`src/rtl/multichannel_serializer.sv`:
```
// Multi-channel parallel-to-serial converter for the DAC output path.
// Each frame carries one WIDTH-bit word per channel. Frames arrive over a
// valid/ready handshake into a holding register, so the next frame can wait
// there while the current one is shifted out. Every channel has its own
// serial line. The bit clock (sclk) and the frame sync (fsync) are divided
// down from clk. If no frame is waiting at a word boundary, the block sends
// zeros, raises an underrun pulse and bumps a saturating counter.
module multichannel_serializer #(
    parameter int WIDTH     = 8,
    parameter int N_CH      = 2,
    parameter int CLK_HALF  = 2,
    parameter int MSB_FIRST = 1,
    parameter int CNT_W     = 8
) (
    input  logic                    clk,
    input  logic                    reset,
    input  logic                    enable,
    input  logic [N_CH*WIDTH-1:0]   in_data,
    input  logic                    in_valid,
    output logic                    in_ready,
    output logic                    sclk,
    output logic                    fsync,
    output logic [N_CH-1:0]         sdata,
    output logic                    underrun,
    output logic [CNT_W-1:0]        underrun_count,
    output logic                    busy
);

    localparam int FW    = N_CH * WIDTH;
    localparam int DIV_W = (CLK_HALF > 1) ? $clog2(CLK_HALF) : 1;
    localparam int BIT_W = $clog2(WIDTH);
    localparam logic [DIV_W-1:0] DIV_LAST = DIV_W'(CLK_HALF - 1);
    localparam logic [BIT_W-1:0] BIT_LAST = BIT_W'(WIDTH - 1);
    localparam logic [CNT_W-1:0] CNT_MAX  = {CNT_W{1'b1}};

    typedef enum logic [0:0] {
        ST_IDLE = 1'b0,
        ST_RUN  = 1'b1
    } state_t;

    state_t             state_q, state_d;
    logic [FW-1:0]      hold_q, hold_d;
    logic               hold_full_q, hold_full_d;
    logic [FW-1:0]      shift_q, shift_d;
    logic [DIV_W-1:0]   div_q, div_d;
    logic [BIT_W-1:0]   bit_q, bit_d;
    logic               sclk_q, sclk_d;
    logic               fsync_q, fsync_d;
    logic [N_CH-1:0]    sdata_q;
    logic               underrun_q, underrun_d;
    logic [CNT_W-1:0]   cnt_q, cnt_d;
    logic               busy_q;
    logic               accept_s;

    // Move every channel word by one bit. The bit that leaves sits at the
    // output end of the word; a zero enters at the other end.
    function automatic logic [FW-1:0] advance_word(input logic [FW-1:0] w);
        logic [FW-1:0] r;
        r = {FW{1'b0}};
        for (int c = 0; c < N_CH; c++) begin
            if (MSB_FIRST != 0) begin
                r[c*WIDTH +: WIDTH] = {w[c*WIDTH +: WIDTH-1], 1'b0};
            end else begin
                r[c*WIDTH +: WIDTH] = {1'b0, w[c*WIDTH+1 +: WIDTH-1]};
            end
        end
        return r;
    endfunction

    // Pick the current output bit of each channel word.
    function automatic logic [N_CH-1:0] out_bits(input logic [FW-1:0] w);
        logic [N_CH-1:0] r;
        r = {N_CH{1'b0}};
        for (int c = 0; c < N_CH; c++) begin
            if (MSB_FIRST != 0) begin
                r[c] = w[c*WIDTH + WIDTH - 1];
            end else begin
                r[c] = w[c*WIDTH];
            end
        end
        return r;
    endfunction

    assign accept_s = in_valid && !hold_full_q;

    // Next-state logic: handshake, bit-clock divider, shift and word boundary.
    always_comb begin
        state_d     = state_q;
        hold_d      = hold_q;
        hold_full_d = hold_full_q;
        shift_d     = shift_q;
        div_d       = div_q;
        bit_d       = bit_q;
        sclk_d      = sclk_q;
        fsync_d     = fsync_q;
        underrun_d  = 1'b0;
        cnt_d       = cnt_q;

        // Accepting and loading never happen on the same edge. Accepting
        // needs an empty holding register; loading needs a full one.
        if (accept_s) begin
            hold_d      = in_data;
            hold_full_d = 1'b1;
        end else begin
            hold_d      = hold_q;
        end

        case (state_q)
            ST_IDLE: begin
                if (enable && hold_full_q) begin
                    state_d     = ST_RUN;
                    shift_d     = hold_q;
                    hold_full_d = 1'b0;
                    bit_d       = {BIT_W{1'b0}};
                    div_d       = {DIV_W{1'b0}};
                    sclk_d      = 1'b0;
                    fsync_d     = 1'b1;
                end else begin
                    shift_d     = {FW{1'b0}};
                    bit_d       = {BIT_W{1'b0}};
                    div_d       = {DIV_W{1'b0}};
                    sclk_d      = 1'b0;
                    fsync_d     = 1'b0;
                end
            end
            ST_RUN: begin
                if (!enable) begin
                    // Stop at once. The current word is discarded, but a
                    // frame already in the holding register is kept.
                    state_d = ST_IDLE;
                    shift_d = {FW{1'b0}};
                    bit_d   = {BIT_W{1'b0}};
                    div_d   = {DIV_W{1'b0}};
                    sclk_d  = 1'b0;
                    fsync_d = 1'b0;
                end else if (div_q == DIV_LAST) begin
                    div_d  = {DIV_W{1'b0}};
                    sclk_d = !sclk_q;
                    if (sclk_q) begin
                        // sclk is falling, so data and fsync change here and
                        // are stable at the next rising edge, when the DAC
                        // samples.
                        if (bit_q == BIT_LAST) begin
                            bit_d   = {BIT_W{1'b0}};
                            fsync_d = 1'b1;
                            if (hold_full_q) begin
                                shift_d     = hold_q;
                                hold_full_d = 1'b0;
                            end else begin
                                shift_d    = {FW{1'b0}};
                                underrun_d = 1'b1;
                                cnt_d      = (cnt_q == CNT_MAX) ? cnt_q : cnt_q + CNT_W'(1);
                            end
                        end else begin
                            bit_d   = bit_q + BIT_W'(1);
                            fsync_d = 1'b0;
                            shift_d = advance_word(shift_q);
                        end
                    end else begin
                        shift_d = shift_q;
                    end
                end else begin
                    div_d = div_q + DIV_W'(1);
                end
            end
            default: begin
                state_d = ST_IDLE;
                shift_d = {FW{1'b0}};
                bit_d   = {BIT_W{1'b0}};
                div_d   = {DIV_W{1'b0}};
                sclk_d  = 1'b0;
                fsync_d = 1'b0;
            end
        endcase
    end

    // State and output registers. sdata and busy are computed from the next
    // state, so they change on the same edge as the shift register and the FSM.
    always_ff @(posedge clk) begin
        if (reset) begin
            state_q     <= ST_IDLE;
            hold_q      <= {FW{1'b0}};
            hold_full_q <= 1'b0;
            shift_q     <= {FW{1'b0}};
            div_q       <= {DIV_W{1'b0}};
            bit_q       <= {BIT_W{1'b0}};
            sclk_q      <= 1'b0;
            fsync_q     <= 1'b0;
            sdata_q     <= {N_CH{1'b0}};
            underrun_q  <= 1'b0;
            cnt_q       <= {CNT_W{1'b0}};
            busy_q      <= 1'b0;
        end else begin
            state_q     <= state_d;
            hold_q      <= hold_d;
            hold_full_q <= hold_full_d;
            shift_q     <= shift_d;
            div_q       <= div_d;
            bit_q       <= bit_d;
            sclk_q      <= sclk_d;
            fsync_q     <= fsync_d;
            sdata_q     <= out_bits(shift_d);
            underrun_q  <= underrun_d;
            cnt_q       <= cnt_d;
            busy_q      <= (state_d == ST_RUN);
        end
    end

    assign in_ready       = !hold_full_q;
    assign sclk           = sclk_q;
    assign fsync          = fsync_q;
    assign sdata          = sdata_q;
    assign underrun       = underrun_q;
    assign underrun_count = cnt_q;
    assign busy           = busy_q;

endmodule

```
`config.mk`:
```
export PLATFORM = sky130hd
export DESIGN_NAME = multichannel_serializer
export DESIGN_NICKNAME = d
export VERILOG_FILES = /design/src/rtl/multichannel_serializer.sv
export SDC_FILE = /design/constraint.sdc
export NUM_CORES = 1
export LEC_CHECK = 0
export CORE_AREA = 2 2 69 71
export CTS_CLUSTER_DIAMETER = 150
export DETAILED_ROUTE_END_ITERATION = 12
export DIE_AREA = 0 0 71 73
export PLACE_DENSITY = 0.76
export SYNTH_ARGS = -nofsm -noshare
export SYNTH_HDL_FRONTEND = slang
export SYNTH_SLANG_ARGS = --single-unit
export TNS_END_PERCENT = 10
```
`constraint.sdc`:
```
create_clock -name clk -period 2.26 [get_ports clk]
set_clock_uncertainty 0.1 [all_clocks]
set_input_delay 0.565 -clock clk [delete_from_list [all_inputs] [get_ports clk]]
set_output_delay 0.565 -clock clk [all_outputs]
set_load 0.1 [all_outputs]
```
# --- Yosys cells after proc, flatten, opt, wreduce, memory -nomap -nowiden ---
# Cells that the tools add are included.
op_classes:
  n_addsub: 3
  n_mul: 0
  n_div: 0
  order_cmp: 0
  n_eq_ne: 4
  shifts: 0
  n_mux: 35
  n_bitwise: 7
  n_reduce_logical: 7
op_table:
  columns: ["operator", "n"]
  rows:
  - ["$mux W16", 6]
  - ["$pmux W16 S2", 1]
  - ["$mux W1", 18]
  - ["$mux W3", 4]
  - ["$pmux W1 S2", 5]
  - ["$add A8 B1 Y8 const B", 1]
  - ["$eq A8 B8 Y1 const B", 1]
  - ["$not A1 Y1", 7]
  - ["$reduce_and A7 Y1", 1]
  - ["$ne A3 B3 Y1 const B", 2]
  - ["$pmux W3 S2", 1]
  - ["$reduce_or A6 Y1", 1]
  - ["$add A3 B1 Y3 const B", 1]
  - ["$eq A3 B3 Y1 const B", 1]
  - ["$logic_and A1 B1 Y1", 2]
  - ["$logic_not A1 Y1", 2]
  - ["$reduce_and A2 Y1", 1]
  - ["$add A1 B1 Y1 const B", 1]
word_totals:
  register_bits: 49
  latch_bits: 0
  ramBits: 0
  romBits: 0
  wordCells: 67
  mem_count: 0

# --- Longest topological paths before layout ---
logic_depth:
  ltp_word: 9
  depth_mapped: 8
  mapped_depth_nobuf: 6

# --- Worst setup path before layout ---
# OpenSTA, ideal clock, no wires.
synth_path:
  kind: "register -> register"
  start: "register sclk_q, in the netlist sclk"
  end: "register cnt_q[0], in the netlist underrun_count[0]"
  setup_time_ns: 0.121
  arrival_time_ns: 2.011
  required_time_ns: 2.039
  setup_slack_ns: 0.028
  path_stages_with_launch: 5
  n_path_buf: 0
  path_cell_list: "dfxtp_1 > and3_2 > nand2_2 > a41oi_4 > mux2_4"
synth_via:
  elab_chain_cells: 1
synth_lines:
  columns: ["element", "line", "rtl"]
  rows:
  - ["from (decl)", "47", "logic sclk_q, sclk_d;"]
  - ["from (signal assigned)", "200", "sclk_q <= sclk_d;"]
  - ["$reduce_and A7 Y1 (no line)", null, null]
  - ["to (signal assigned)", "191", "cnt_q <= {CNT_W{1'b0}};"]
  - ["to (signal assigned)", "204", "cnt_q <= cnt_d;"]
  - ["to (decl)", "51", "logic [CNT_W-1:0] cnt_q, cnt_d;"]
# Every way passes these cells.
# A chain may end at the register's enable or synchronous reset.

# --- Worst setup path in the final report ---
layout_path:
  start: "register bit_q[0]"
  end: "register shift_q[3]"
layout_via:
  elab_chain_cells: 6
layout_lines:
  columns: ["element", "line", "rtl"]
  rows:
  - ["from (decl)", "46", "logic [BIT_W-1:0] bit_q, bit_d;"]
  - ["from (signal assigned)", "186", "bit_q <= {BIT_W{1'b0}};"]
  - ["from (signal assigned)", "199", "bit_q <= bit_d;"]
  - ["$eq A3 B3 Y1", "143", "if (bit_q == BIT_LAST) begin"]
  - ["$mux W16", "143", null]
  - ["$mux W16", "139", "if (sclk_q) begin"]
  - ["$mux W16", "136", "end else if (div_q == DIV_LAST) begin"]
  - ["$mux W16", "127", "if (!enable) begin"]
  - ["$pmux W16 S2", "108", "case (state_q)"]
  - ["to (signal assigned)", "184", "shift_q <= {FW{1'b0}};"]
  - ["to (signal assigned)", "197", "shift_q <= shift_d;"]
  - ["to (decl)", "44", "logic [FW-1:0] shift_q, shift_d;"]
# Every way passes these cells. The select of a mux whose other input is x is not followed.

==> flow_metrics.tcl <==
set metrics [dict create \
    worst_slew_pin_slew_ps 404 \
    routedWlPerCell_um 13.3 \
    htree_levels 2 \
    antenna_found_initial 0 \
    crit_required_ps 2350 \
    critPathCaptureType "register" \
    synth_cells 268 \
    num_rows 25 \
    cts_sinks 49 \
    critical_path_class "register to register" \
    fin_setup_tns_ps 0 \
    drtIter0Drc 146 \
    status "finished, final reports clean" \
    fin_crit_sh 0.805 \
    min_path_type "register to register" \
    io_buffers 34 \
    globalRoute.totalOverflow 0 \
    post-route-min-period_ps 1820 \
    dp_cells 344 \
    p_seq_frac 0.568 \
    power_frac_comb 0.111 \
    hold_buffers 0 \
    power.leakage_nw 0.979 \
    fillers 396 \
    max_freq_ghz 0.550 \
    cts_setup_buffers 0 \
    start_kind "register" \
    die_area_um2 5180 \
    p_int_mw 1.18 \
    ys_types 44 \
    power.ir.vdd_worst_v 0.000437 \
    nNetsFinal 320 \
    initial_core_util 0.497 \
    finalSetupViolCount 0 \
    die_w_um 71 \
    cp.arrival_ps 1910 \
    grt_max_degree 36 \
    dp_hpwl_um 3220 \
    crit_path_max_fanout 18 \
    cts_resized 0 \
    final_cell_mix "nand2_1, dfxtp_1, nor2_1, a21oi_1, clkdlybuf4s50_1" \
    post-route-util 0.605 \
    clkTransAtPathRegs_ps 90 \
    viasPerCell 5.42 \
    grt_util_all_layers 0.194 \
    syn_area_um2 2260 \
    clk_latency_ps 300 \
    firstDrtPassIters 4 \
    synth-seq-cells 49 \
    cts_tree "done" \
    timing.slew.headroom 0.730 \
    cts-root-buf "clkbuf_8" \
    power_density_nw_per_um2 578 \
    diodes 0 \
    cts_inserted_buffers 5 \
    layoutNonFillerInstCount 352 \
    p_sw_mw 0.409 \
    syn_to_final_growth_pct 21.6 \
    seq_area_frac_synth 0.435 \
    pin_count 35 \
    p_clk_frac 0.321 \
    grt_pass1_wl_um 8050 \
    cts_max_path_buffers 2 \
    layout-drive-gt1-share 0.158 \
    syn-num-nets 291 \
    drcViolationCount 0 \
    dieHeight_um 73 \
    p_sw_frac 0.258 \
    vias 1909 \
    core-area_um2 4540 \
    rsz0062_at_grt "no" \
    routed_wl_um 4670 \
    drv_slew 0 \
    yosys_warnings 0 \
    gp_congestion 0.782 \
    finalHoldViolations 0 \
    ant_nets 0 \
    maxCapViolCount 0 \
    avgSynthCellArea_um2 8.42 \
    grt_pass1_vias 1715 \
]
cell families after synthesis:
family	synth area share
simple gates	0.267
compound gates	0.197
flops	0.435
buf+inv	0.0605
mux	0.0200
fa+ha+maj	0.0166
xor+xnor	0.00388
worst paths after layout:
kind / start / to / slack, ps / cells past startpoint
setup / recovery: bit_q[0] / shift_q[3] / 440 / 8
setup reg to reg: bit_q[0] / shift_q[3] / 440 / 8
hold reg to reg: hold_q[1] / hold_q[1] / 360 / 2
hold / removal: hold_q[1] / hold_q[1] / 360 / 2
cell type report:
cell class / instances / area, um^2 / share of cell area
multi-input cells: 195 / 1140 / 0.415
flip-flops and latches: 49 / 981 / 0.358
repair buffers: 43 / 458 / 0.167
clock buffers: 6 / 72.6 / 0.0264
well taps: 54 / 67.6 / 0.0246
clock inverters: 2 / 15.0 / 0.00547
inverters: 3 / 11.3 / 0.00410
per-layer routing:
metal / routed length [um] / share of wire / vias up / global-route usage
met5: 0 / 0 / - / 0
li1: - / - / 983 / -
met3: 166 / 0.036 / 5 / 0.0442
met2: 2120 / 0.45 / 33 / 0.294
met1: 2330 / 0.50 / 888 / 0.273
met4: 54 / 0.012 / 0 / 0.0650
synthesized netlist by cell type (all sizes together):
cell	instances	area [um^2]
nand2	52	203
dfxtp	49	981
nor2	28	105
a21oi	25	140
a22oi	16	120
o21ai	15	75.1
nand3b	14	105
buf	13	86.3
clkbuf	8	38.8
and3	5	35.0
nand3	5	30.0
nor3	5	36.3
a211oi	3	27.5
ha	3	37.5
inv	3	11.3
mux2i	3	30.0
nand2b	3	18.8
nor2b	3	18.8
a311oi	2	23.8
a41oi	2	36.3
a21boi	1	7.51
a31o	1	8.76
a31oi	1	6.26
and3b	1	8.76
and4	1	8.76
mux2	1	15.0
nand4	1	6.26
nor3b	1	7.51
nor4	1	12.5
or2	1	6.26
xnor2	1	8.76
power groups by stage:
stage / sequential (mW) / combinational (mW) / clock [mW]
after floorplan: 0.926 / 0.103 / 0
after global placement: 0.921 / 0.175 / 0
after detailed placement: 0.921 / 0.177 / 0
after CTS: 0.901 / 0.177 / 0.519
after global routing: 0.904 / 0.193 / 0.557
final: 0.901 / 0.176 / 0.508
critical path, stage by stage (launching register included):
cell	delay (ps)
dfxtp_1	340
ha_1	200
ha_1	220
buf_4	200
nor2b_1	110
buf_4	190
o21ai_0	100
a22oi_1	170
nor2_1	60
per-stage QoR:
stage          setup WS [ps]  cell area, um^2  hold WS [ps]  total power [mW]
6_report                 441             2740           359              1.59
5_1_grt                  230             2740           375              1.65
4_1_cts                  417             2740           361              1.60
3_5_place_dp             152             2660           348              1.10
3_3_place_gp             180             2660           343              1.10
2_1_floorplan           27.6             2260           336              1.03
sequential cells by signal, indices dropped and copies added, names as in the netlist:
name / flops
busy: 1
underrun: 1
shift_q: 16
fsync: 1
div_q: 1
bit_q: 3
hold_q: 16
underrun_count: 8
sclk: 1
hold_full_q: 1
Power figures use the tool's default switching activity.
